==> config.mk <==
export PLATFORM = sky130hd
export DESIGN_NAME = julia_scan_ctrl
export DESIGN_NICKNAME = d
export VERILOG_FILES = /design/src/rtl/julia_pkg.sv /design/src/rtl/julia_coord_gen.sv /design/src/rtl/julia_scan_ctrl.sv
export SDC_FILE = /design/constraint.sdc
export NUM_CORES = 1
export LEC_CHECK = 0
export ABC_AREA = 1
export CAP_MARGIN = 20
export CORE_ASPECT_RATIO = 0.75
export CORE_MARGIN = 2
export CORE_UTILIZATION = 50
export DETAILED_ROUTE_END_ITERATION = 6
export MAX_ROUTING_LAYER = met4
export PLACE_DENSITY = 0.92
export SLEW_MARGIN = 20
export SYNTH_ARGS = -nofsm -noshare
export SYNTH_HDL_FRONTEND = slang
export SYNTH_SLANG_ARGS = --single-unit
==> constraint.sdc <==
create_clock -name clk -period 2.2 [get_ports clk]
set_clock_uncertainty 0.1 [all_clocks]
set_input_delay 0.44 -clock clk [delete_from_list [all_inputs] [get_ports clk]]
set_output_delay 0.44 -clock clk [all_outputs]
set_load 0.02 [all_outputs]
==> src/rtl/julia_pkg.sv <==
// Shared fixed-point constants and scan-state encoding for the Julia set datapath.
package julia_pkg;

    localparam int FP_W = 32;
    localparam int FRAC = 28;

    // Q4.28 defaults: view spans re [-2.0, 2.0) and im (-1.5, 1.5]
    localparam logic [FP_W-1:0] RE_MIN_DEF = 32'hE0000000;
    localparam logic [FP_W-1:0] IM_MAX_DEF = 32'h18000000;
    localparam logic [FP_W-1:0] STEP_DEF   = 32'h0019999A;

    typedef enum logic [2:0] {
        S_IDLE    = 3'd0,
        S_LOAD    = 3'd1,
        S_ISSUE   = 3'd2,
        S_WAIT    = 3'd3,
        S_WRITE   = 3'd4,
        S_ADVANCE = 3'd5,
        S_DONE    = 3'd6
    } scan_state_t;

endpackage

==> src/rtl/julia_coord_gen.sv <==
// Raster-order pixel walker: x/y counters, re/im accumulators and linear frame-buffer address.
module julia_coord_gen
    import julia_pkg::*;
#(
    parameter int              H_RES  = 640,
    parameter int              V_RES  = 480,
    parameter int              ADDR_W = 19,
    parameter logic [FP_W-1:0] RE_MIN = RE_MIN_DEF,
    parameter logic [FP_W-1:0] IM_MAX = IM_MAX_DEF,
    parameter logic [FP_W-1:0] STEP   = STEP_DEF
) (
    input  logic              clk,
    input  logic              rst,
    input  logic              init,
    input  logic              step,
    output logic [FP_W-1:0]   z_re,
    output logic [FP_W-1:0]   z_im,
    output logic [ADDR_W-1:0] addr,
    output logic              last_col,
    output logic              last_pix
);

    localparam int XW = (H_RES > 1) ? $clog2(H_RES) : 1;
    localparam int YW = (V_RES > 1) ? $clog2(V_RES) : 1;
    localparam logic [XW-1:0] X_LAST = XW'(H_RES - 1);
    localparam logic [YW-1:0] Y_LAST = YW'(V_RES - 1);

    logic [XW-1:0]     r_x;
    logic [YW-1:0]     r_y;
    logic [FP_W-1:0]   r_re;
    logic [FP_W-1:0]   r_im;
    logic [ADDR_W-1:0] r_addr;

    always_ff @(posedge clk or negedge rst) begin
        if (!rst) begin
            r_x    <= '0;
            r_y    <= '0;
            r_re   <= '0;
            r_im   <= '0;
            r_addr <= '0;
        end else if (init) begin
            r_x    <= '0;
            r_y    <= '0;
            r_re   <= RE_MIN;
            r_im   <= IM_MAX;
            r_addr <= '0;
        end else if (step) begin
            // Address is a running counter, so it never needs y*H_RES
            r_addr <= r_addr + ADDR_W'(1);
            if (last_col) begin
                r_x  <= '0;
                r_re <= RE_MIN;
                r_y  <= r_y + YW'(1);
                r_im <= r_im - STEP;
            end else begin
                r_x  <= r_x + XW'(1);
                r_re <= r_re + STEP;
            end
        end
    end

    assign last_col = (r_x == X_LAST);
    assign last_pix = last_col && (r_y == Y_LAST);
    assign z_re     = r_re;
    assign z_im     = r_im;
    assign addr     = r_addr;

endmodule

==> src/rtl/julia_scan_ctrl.sv <==
// Frame scheduler: captures C, walks every pixel, runs the iteration engine once per pixel
// and writes the saturated escape count to the frame buffer.
module julia_scan_ctrl
    import julia_pkg::*;
#(
    parameter int              H_RES    = 640,
    parameter int              V_RES    = 480,
    parameter int              ADDR_W   = 19,
    parameter int              CNT_W    = 8,
    parameter int              MAX_ITER = 255,
    parameter logic [FP_W-1:0] RE_MIN   = RE_MIN_DEF,
    parameter logic [FP_W-1:0] IM_MAX   = IM_MAX_DEF,
    parameter logic [FP_W-1:0] STEP     = STEP_DEF
) (
    input  logic              clk,
    input  logic              rst,
    input  logic              cfg_done,
    input  logic [FP_W-1:0]   c_re_in,
    input  logic [FP_W-1:0]   c_im_in,
    input  logic              restart,
    input  logic              eng_ready,
    output logic              eng_start,
    output logic [FP_W-1:0]   eng_z_re,
    output logic [FP_W-1:0]   eng_z_im,
    output logic [FP_W-1:0]   eng_c_re,
    output logic [FP_W-1:0]   eng_c_im,
    input  logic              eng_done,
    input  logic [CNT_W-1:0]  eng_iter,
    output logic              fb_we,
    output logic [ADDR_W-1:0] fb_addr,
    output logic [CNT_W-1:0]  fb_data,
    output logic              busy,
    output logic              frame_done,
    output scan_state_t       dbg_state
);

    localparam logic [CNT_W-1:0] MAX_CNT = CNT_W'(MAX_ITER);

    // Engine handshake: eng_start is a single-cycle pulse issued only when ISSUE sees
    // eng_ready high; eng_done is honoured only in WAIT and eng_ready only in ISSUE.
    scan_state_t      r_state;
    scan_state_t      w_next;
    logic             w_init;
    logic             w_step;
    logic             w_last_col;
    logic             w_last_pix;
    logic             r_eng_start;
    logic [FP_W-1:0]  r_c_re;
    logic [FP_W-1:0]  r_c_im;
    logic [CNT_W-1:0] r_fb_data;

    always_ff @(posedge clk or negedge rst) begin
        if (!rst) r_state <= S_IDLE;
        else      r_state <= w_next;
    end

    always_comb begin
        w_next = r_state;
        w_init = 1'b0;
        w_step = 1'b0;
        case (r_state)
            S_IDLE:    if (cfg_done) w_next = S_LOAD;
            S_LOAD: begin
                w_init = 1'b1;
                w_next = S_ISSUE;
            end
            S_ISSUE:   if (eng_ready) w_next = S_WAIT;
            S_WAIT:    if (eng_done) w_next = S_WRITE;
            S_WRITE:   w_next = S_ADVANCE;
            S_ADVANCE: begin
                if (w_last_pix) begin
                    w_next = S_DONE;
                end else begin
                    w_step = 1'b1;
                    w_next = S_ISSUE;
                end
            end
            S_DONE:    if (restart) w_next = S_LOAD;
            default:   w_next = S_IDLE;
        endcase
    end

    always_ff @(posedge clk or negedge rst) begin
        if (!rst) begin
            r_eng_start <= 1'b0;
            r_c_re      <= '0;
            r_c_im      <= '0;
            r_fb_data   <= '0;
        end else begin
            r_eng_start <= (r_state == S_ISSUE) && eng_ready;
            if (r_state == S_LOAD) begin
                r_c_re <= c_re_in;
                r_c_im <= c_im_in;
            end
            if ((r_state == S_WAIT) && eng_done)
                r_fb_data <= (eng_iter > MAX_CNT) ? MAX_CNT : eng_iter;
        end
    end

    julia_coord_gen #(
        .H_RES  (H_RES),
        .V_RES  (V_RES),
        .ADDR_W (ADDR_W),
        .RE_MIN (RE_MIN),
        .IM_MAX (IM_MAX),
        .STEP   (STEP)
    ) u_coord (
        .clk      (clk),
        .rst      (rst),
        .init     (w_init),
        .step     (w_step),
        .z_re     (eng_z_re),
        .z_im     (eng_z_im),
        .addr     (fb_addr),
        .last_col (w_last_col),
        .last_pix (w_last_pix)
    );

    assign eng_start  = r_eng_start;
    assign eng_c_re   = r_c_re;
    assign eng_c_im   = r_c_im;
    assign fb_data    = r_fb_data;
    assign fb_we      = (r_state == S_WRITE);
    assign busy       = (r_state != S_IDLE) && (r_state != S_DONE);
    assign frame_done = (r_state == S_DONE);
    assign dbg_state  = r_state;

endmodule

[Word level (Yosys, flattened, before mapping)]
Index checks and enable logic that the tools add are counted.
Storage, ports and cells
  bits in registers: 178
  input bits: 78
  output and inout port bits: 162
  logic and storage cells: 63
Operators by class
  $add $sub $neg: 5
  $lt $le $gt $ge: 1
  equal/unequal tests: 13
  multiplexer cells: 24
  reduce and logical (&&, ||, !) cells: 10
Operator list (number)
  32-bit 2-to-1 mux: 6
  19-bit 2-to-1 mux: 2
  32-bit by 21-bit adder with 32-bit output (second input constant): 1
  32-bit by 21-bit subtractor with 32-bit output (second input constant): 1
  10-bit 2-to-1 mux: 3
  9-bit 2-to-1 mux: 3
  3-bit one-hot mux with 7 select lines: 1
  19-bit by 1-bit adder with 19-bit output (second input constant): 1
  3-bit 2-to-1 mux: 5
  10-bit by 1-bit adder with 10-bit output (second input constant): 1
  10-bit equality test (second input constant): 1
  9-bit by 1-bit adder with 9-bit output (second input constant): 1
  3-bit equality test (second input constant): 3
  9-bit equality test (second input constant): 1
  8-bit greater-than comparator (second input constant): 1
  8-bit 2-to-1 mux: 1
  2-bit inequality test (second input constant): 4
  3-bit by 2-bit equality test with 1-bit output (second input constant): 2
  1-bit logical AND: 4
  4-bit AND reduction: 1
  2-bit nonzero test: 2
  3-bit by 1-bit equality test with 1-bit output (second input constant): 1
  3-bit zero test: 1
  1-bit 2-to-1 mux: 3
  3 further kinds: 3

[Depth between registers and ports, before layout]
  depth in word-level cells: 6
  depth in mapped cells: 13
  gate-level depth less buffers: 13

[Cells and area by module]
Synthesis repeated with hierarchy kept, for this count alone.
Second synthesis, totals
  cell total of the unflattened synthesis: 1262
  area, all modules: 9250.1 um^2
By module, submodules not included
  julia_coord_gen: instances 1, cells each 917, area each 6254.7 um^2, sequential area each 2502.4 um^2
  julia_scan_ctrl: instances 1, cells each 345, area each 2995.4 um^2, sequential area each 1901.8 um^2

[Worst setup path after synthesis]
OpenSTA, ideal clock, no wires.
  kind: register -> register
  start point: reg u_coord.r_im[1], in the netlist u_coord.z_im[1]
  end point: reg u_coord.r_im[27], in the netlist u_coord.z_im[27]
  library setup time: 0.127 ns
  arrival time: 1.585 ns
  data required time: 1.973 ns
  slack: 0.388 ns
  cell stages (with the launch flop): 13
  path buffers: 0
  clock period less this slack: 1.812 ns
  path through: dfrtp_1 inv_1 ha_1 inv_1 nand3_1 nand2_1 nand2_1 nand2_1 nand3_1 nand3_1 nand3_1 nand2_1 o21ai_0
On the way
  word-level cells in the longest chain between the ends: 4
RTL lines
  start, declared: RTL line julia_coord_gen.sv:31  | logic [FP_W-1:0] r_im;
  start signal, assigned: RTL line julia_coord_gen.sv:54  | r_im <= r_im - STEP;
  32-bit by 21-bit subtractor with 32-bit output: RTL line julia_coord_gen.sv:54
  32-bit 2-to-1 mux: RTL line julia_coord_gen.sv:50  | if (last_col) begin
  32-bit 2-to-1 mux: RTL line julia_coord_gen.sv:47  | end else if (step) begin
  32-bit 2-to-1 mux: RTL line julia_coord_gen.sv:41  | end else if (init) begin
No other way between the ends. The select of a mux whose other input is x is not followed.
A chain may end at the register's enable or synchronous reset.

[Worst setup path after layout]
  start point: reg u_coord.r_x[1]
  end point: reg u_coord.r_x[1]
On the way
  word-level cells in the longest chain between the ends: 5
  elaborated cells on any way between the ends: 9
  classes of those cells: add/sub (1); eq/ne (1); mux (5); reduce/logical (2)
RTL lines
  start, declared: RTL line julia_coord_gen.sv:28  | logic [XW-1:0] r_x;
  start signal, assigned: RTL line julia_coord_gen.sv:56  | r_x <= r_x + XW'(1);
  branches (longest 5 deep; another with 10-bit by 1-bit adder with 10-bit output)
Several ways; the timed one is not identified. The select of a mux whose other input is x is not followed.

==> run_results.csv <==
group,metric,value,unit
setup_path,critPathCaptureType,"flip-flop",
floorplanning,core.rowCount,44,
final_layout,area_growth,34.05,%
setup_path,worst_setup_path_start_kind,"flip-flop",
final_layout,seq_area,4405,sq um
place,placed_cells,1840,
sta,slew_viol_final,0,
sta,fmax,0.4577,GHz
global_routing,grt_pass1_wl,45980,um
pwr,total_leakage_power,6.314,nW
clocking,clk_path_buf_depth,2,
status,status,"completed",
pwr,totalPowerFinal,18.17,mW
final_layout,post-route-cell-area,13100,sq um
logic_synthesis,yosysSeqAreaShare,45.07,%
place,place_congestion,0.9474,
logic_synthesis,syn_inst,1368,
drt,firstDrtPassIters,6,
final_layout,final_cells,1881,
setup_path,critPathCapture,"u_coord.r_x[1]",
floorplanning,core,19270,sq um
setup_path,critPathMaxFanout,8,
logic_synthesis,yosysTopAreaCellShare,45.07,%
final_layout,multi_input_area,4604,sq um
setup_path,path_class,"reg2reg",
logic_synthesis,syn_area_per_cell,7.143,sq um
floorplanning,die-height,125.1,um
place,dp_hpwl,20790,um
setup_path,rrSetupSlack,0.02,ns
setup_path,reg2reg_to,"u_coord.r_x[1]",
clocking,clk_latency,0.43,ns
logic_synthesis,synth_flop_cell,"dfrtp_1",
final_layout,fill_cells,1570,
global_routing,grt_max_degree,65,
sta,finalHoldViolations,0,
clocking,cts_buffers,17,
logic_synthesis,ys.warnings.count,0,
clocking,cts_tree,"yes",
place,portBuffers,237,
hold_path,hold_class,"in2async",
clocking,h-tree-depth,4,
logic_synthesis,synthDistinctLibCells,44,
sta,slew_headroom,57.91,%
sta,tightest_slew,0.6313,ns
pwr,vdd_drop_max,0.9115,mV
setup_path,rr_worst_depth,9,
sta,rsz0062_at_grt,"true",
global_routing,antenna_found_initial,1,
sta,period_minus_slack,2.185,ns
drt,num_vias,10030,
floorplanning,pin_count,240,
sta,setup_slack,0.01506,ns
clocking,cts_root_buf,"clkbuf_16",
sta,setup_viol_count_final,0,
global_routing,grt.total_usage,28.73,%
place,placed_area,12420,sq um
pwr,pwr_density_cell,1387,nW/um^2
drt,drt-total-wl,28720,um
drt,drc,0,
logic_synthesis,synthArstFlopShare,100.0,%
final_layout,nNetsFinal,1697,
logic_synthesis,syn_area,9772,sq um
setup_path,arrival,2.39,ns
clocking,clkSlewWorstSetupHoldPaths,0.08,ns
drt,viasPerCell,5.330,
global_routing,grt_pass1_vias,9505,
setup_path,worst-endpoint-required,2.41,ns
logic_synthesis,ys_ff_latch,176,
floorplanning,die_w,165.4,um
setup_path,cp-startpoint,"u_coord.r_x[1]",
drt,antenna_left,0,
floorplanning,initial_core_util,50.71,%
logic_synthesis,synth_edf_count,0,
drt,first_iter_violations,1021,
drt,routedWlPerCell,15.27,um
logic_synthesis,yosys.area.top_type,"dfrtp_1",
setup_path,timing.rr.start,"u_coord.r_x[1]",
sta,min_period_over_period,99.32,%
global_routing,overflow,0,
final_layout,drive_gt1_share,6.392,%
place,place_ws,-0.05226,ns
final_layout,utilization,67.98,%
clocking,clock_sinks,176,
run,max-cap-violations,0,
floorplanning,die-area,20690,sq um
logic_synthesis,synth_area_leaders,"dfrtp_1 (45%), nand2_1 (20%), nor2_1 (6.0%), nand3_1 (5.7%), inv_1 (5.0%)",
==> placed cells by master, fill, tap and decap left out, types with 5 or more instances in the layout <==
cell type / instances
inv_6: 5
inv_2: 7
dfrtp_1: 175
nand2_1: 519
inv_8: 5
buf_4: 24
nand4_1: 22
o21ai_0: 36
o31ai_1: 7
nor2_1: 156
mux2_2: 8
nand3_1: 111
a21oi_1: 48
o21ai_1: 17
xor2_1: 17
clkbuf_16: 18
clkdlybuf4s50_1: 232
nor3_1: 20
inv_1: 130
==> where the power goes <==
part | leakage (nW) | switching, mW | total [mW] | internal (mW)
Combinational | 3.78 | 5.79 | 9.59 | 3.80
Clock | 0.289 | 1.48 | 3.02 | 1.55
Sequential | 2.25 | 1.12 | 5.56 | 4.43
Total | 6.31 | 8.39 | 18.2 | 9.78
==> final cells by class <==
class / instances / share of cell area [%]
repair buffers: 267 / 20.34
multi-input cells: 1013 / 35.15
well taps: 253 / 2.417
flip-flops and latches: 176 / 33.63
inverters: 139 / 4.031
clock inverters: 14 / 1.060
diodes: 1 / 0.01910
clock buffers: 18 / 3.353
==> critical path, stage by stage, from the launching register on <==
cell     delay (ns)
dfrtp_1        0.40
ha_2           0.21
nand2_1        0.09
nor2_4         0.14
nand2_2        0.11
nor2_8         0.18
inv_1          0.10
nand3_1        0.20
inv_1          0.25
a22o_1         0.28
==> metal layers <==
| metal | wire length (um) | GRT usage (%) | up-vias | share of wire [%] |
|---|---|---|---|---|
| met2 | 13370 | 45.10 | 491 | 47 |
| met5 | 0 | - | - | 0 |
| met1 | 12540 | 38.16 | 4648 | 44 |
| met3 | 2180 | 5.342 | 56 | 7.6 |
| met4 | 632 | 8.519 | 0 | 2.2 |
| li1 | - | - | 4830 | - |
==> cell families (layout without fill, tap and decap cells) <==
logic type	count (synthesis)	count (layout)	synth area share [%]
AO/OA/AOI/OAI	125	125	7.350
XOR/XNOR	20	20	1.793
adder cells (fa/ha/maj)	5	5	0.6402
buffers and inverters	180	438	7.990
flip-flops	176	176	45.07
multiplexers	8	8	0.9219
other	1	3	0.03838
AND/OR/NAND/NOR	853	853	36.20
==> registers in the layout (all words and copies together), names as in the netlist, 8 cells and up <==
register / cells
u_coord.addr: 19
eng_c_im: 32
fb_data: 8
u_coord.z_re: 31
eng_c_re: 32
u_coord.r_x: 10
u_coord.r_y: 9
u_coord.z_im: 31
==> metrics by stage <==
stage | hold WS (ns) | TNS, ns
2_1_floorplan | 0.04441 | 0
3_3_place_gp | 0.2253 | 0
3_5_place_dp | 0.2285 | -0.1908
4_1_cts | 0.3354 | 0
5_1_grt | 0.3560 | -0.8856
6_report | 0.3328 | 0
==> timing repair <==
item / 4_1_cts / 5_1_grt
hold buffers: 1 / 0
pin swaps: 0 / 2
endpoints found under the hold margin: 24 / 0
setup endpoints to repair: 17 / 41
gates resized for setup: 4 / 7
cloned: 0 / 1
buffers inserted: 0 / 6
==> synthesized netlist by cell type, types with 7 or more instances <==
master,count
nor3_1,20
nand4_1,22
buf_2,17
mux2_2,8
nand3_1,111
o21ai_0,36
a21oi_1,48
o21ai_1,17
nand2_1,520
o31ai_1,7
inv_2,8
inv_1,130
buf_4,10
xor2_1,17
dfrtp_1,176
nor2_1,156
clkbuf_1,8
==> worst min path at each step <==
stage                     from                to  slack (ns)  depth (start not counted)
final                      rst  u_coord.z_im[28]        0.33                          2
after global routing       rst  u_coord.z_im[28]        0.36                          2
after CTS                  rst  u_coord.z_im[28]        0.34                          2
after detailed placement   rst  u_coord.z_im[28]        0.23                          1
after global placement     rst  u_coord.z_im[28]        0.23                          1
after floorplan            rst      dbg_state[0]        0.04                          0
No activity file was read; power rests on OpenSTA's default activity.
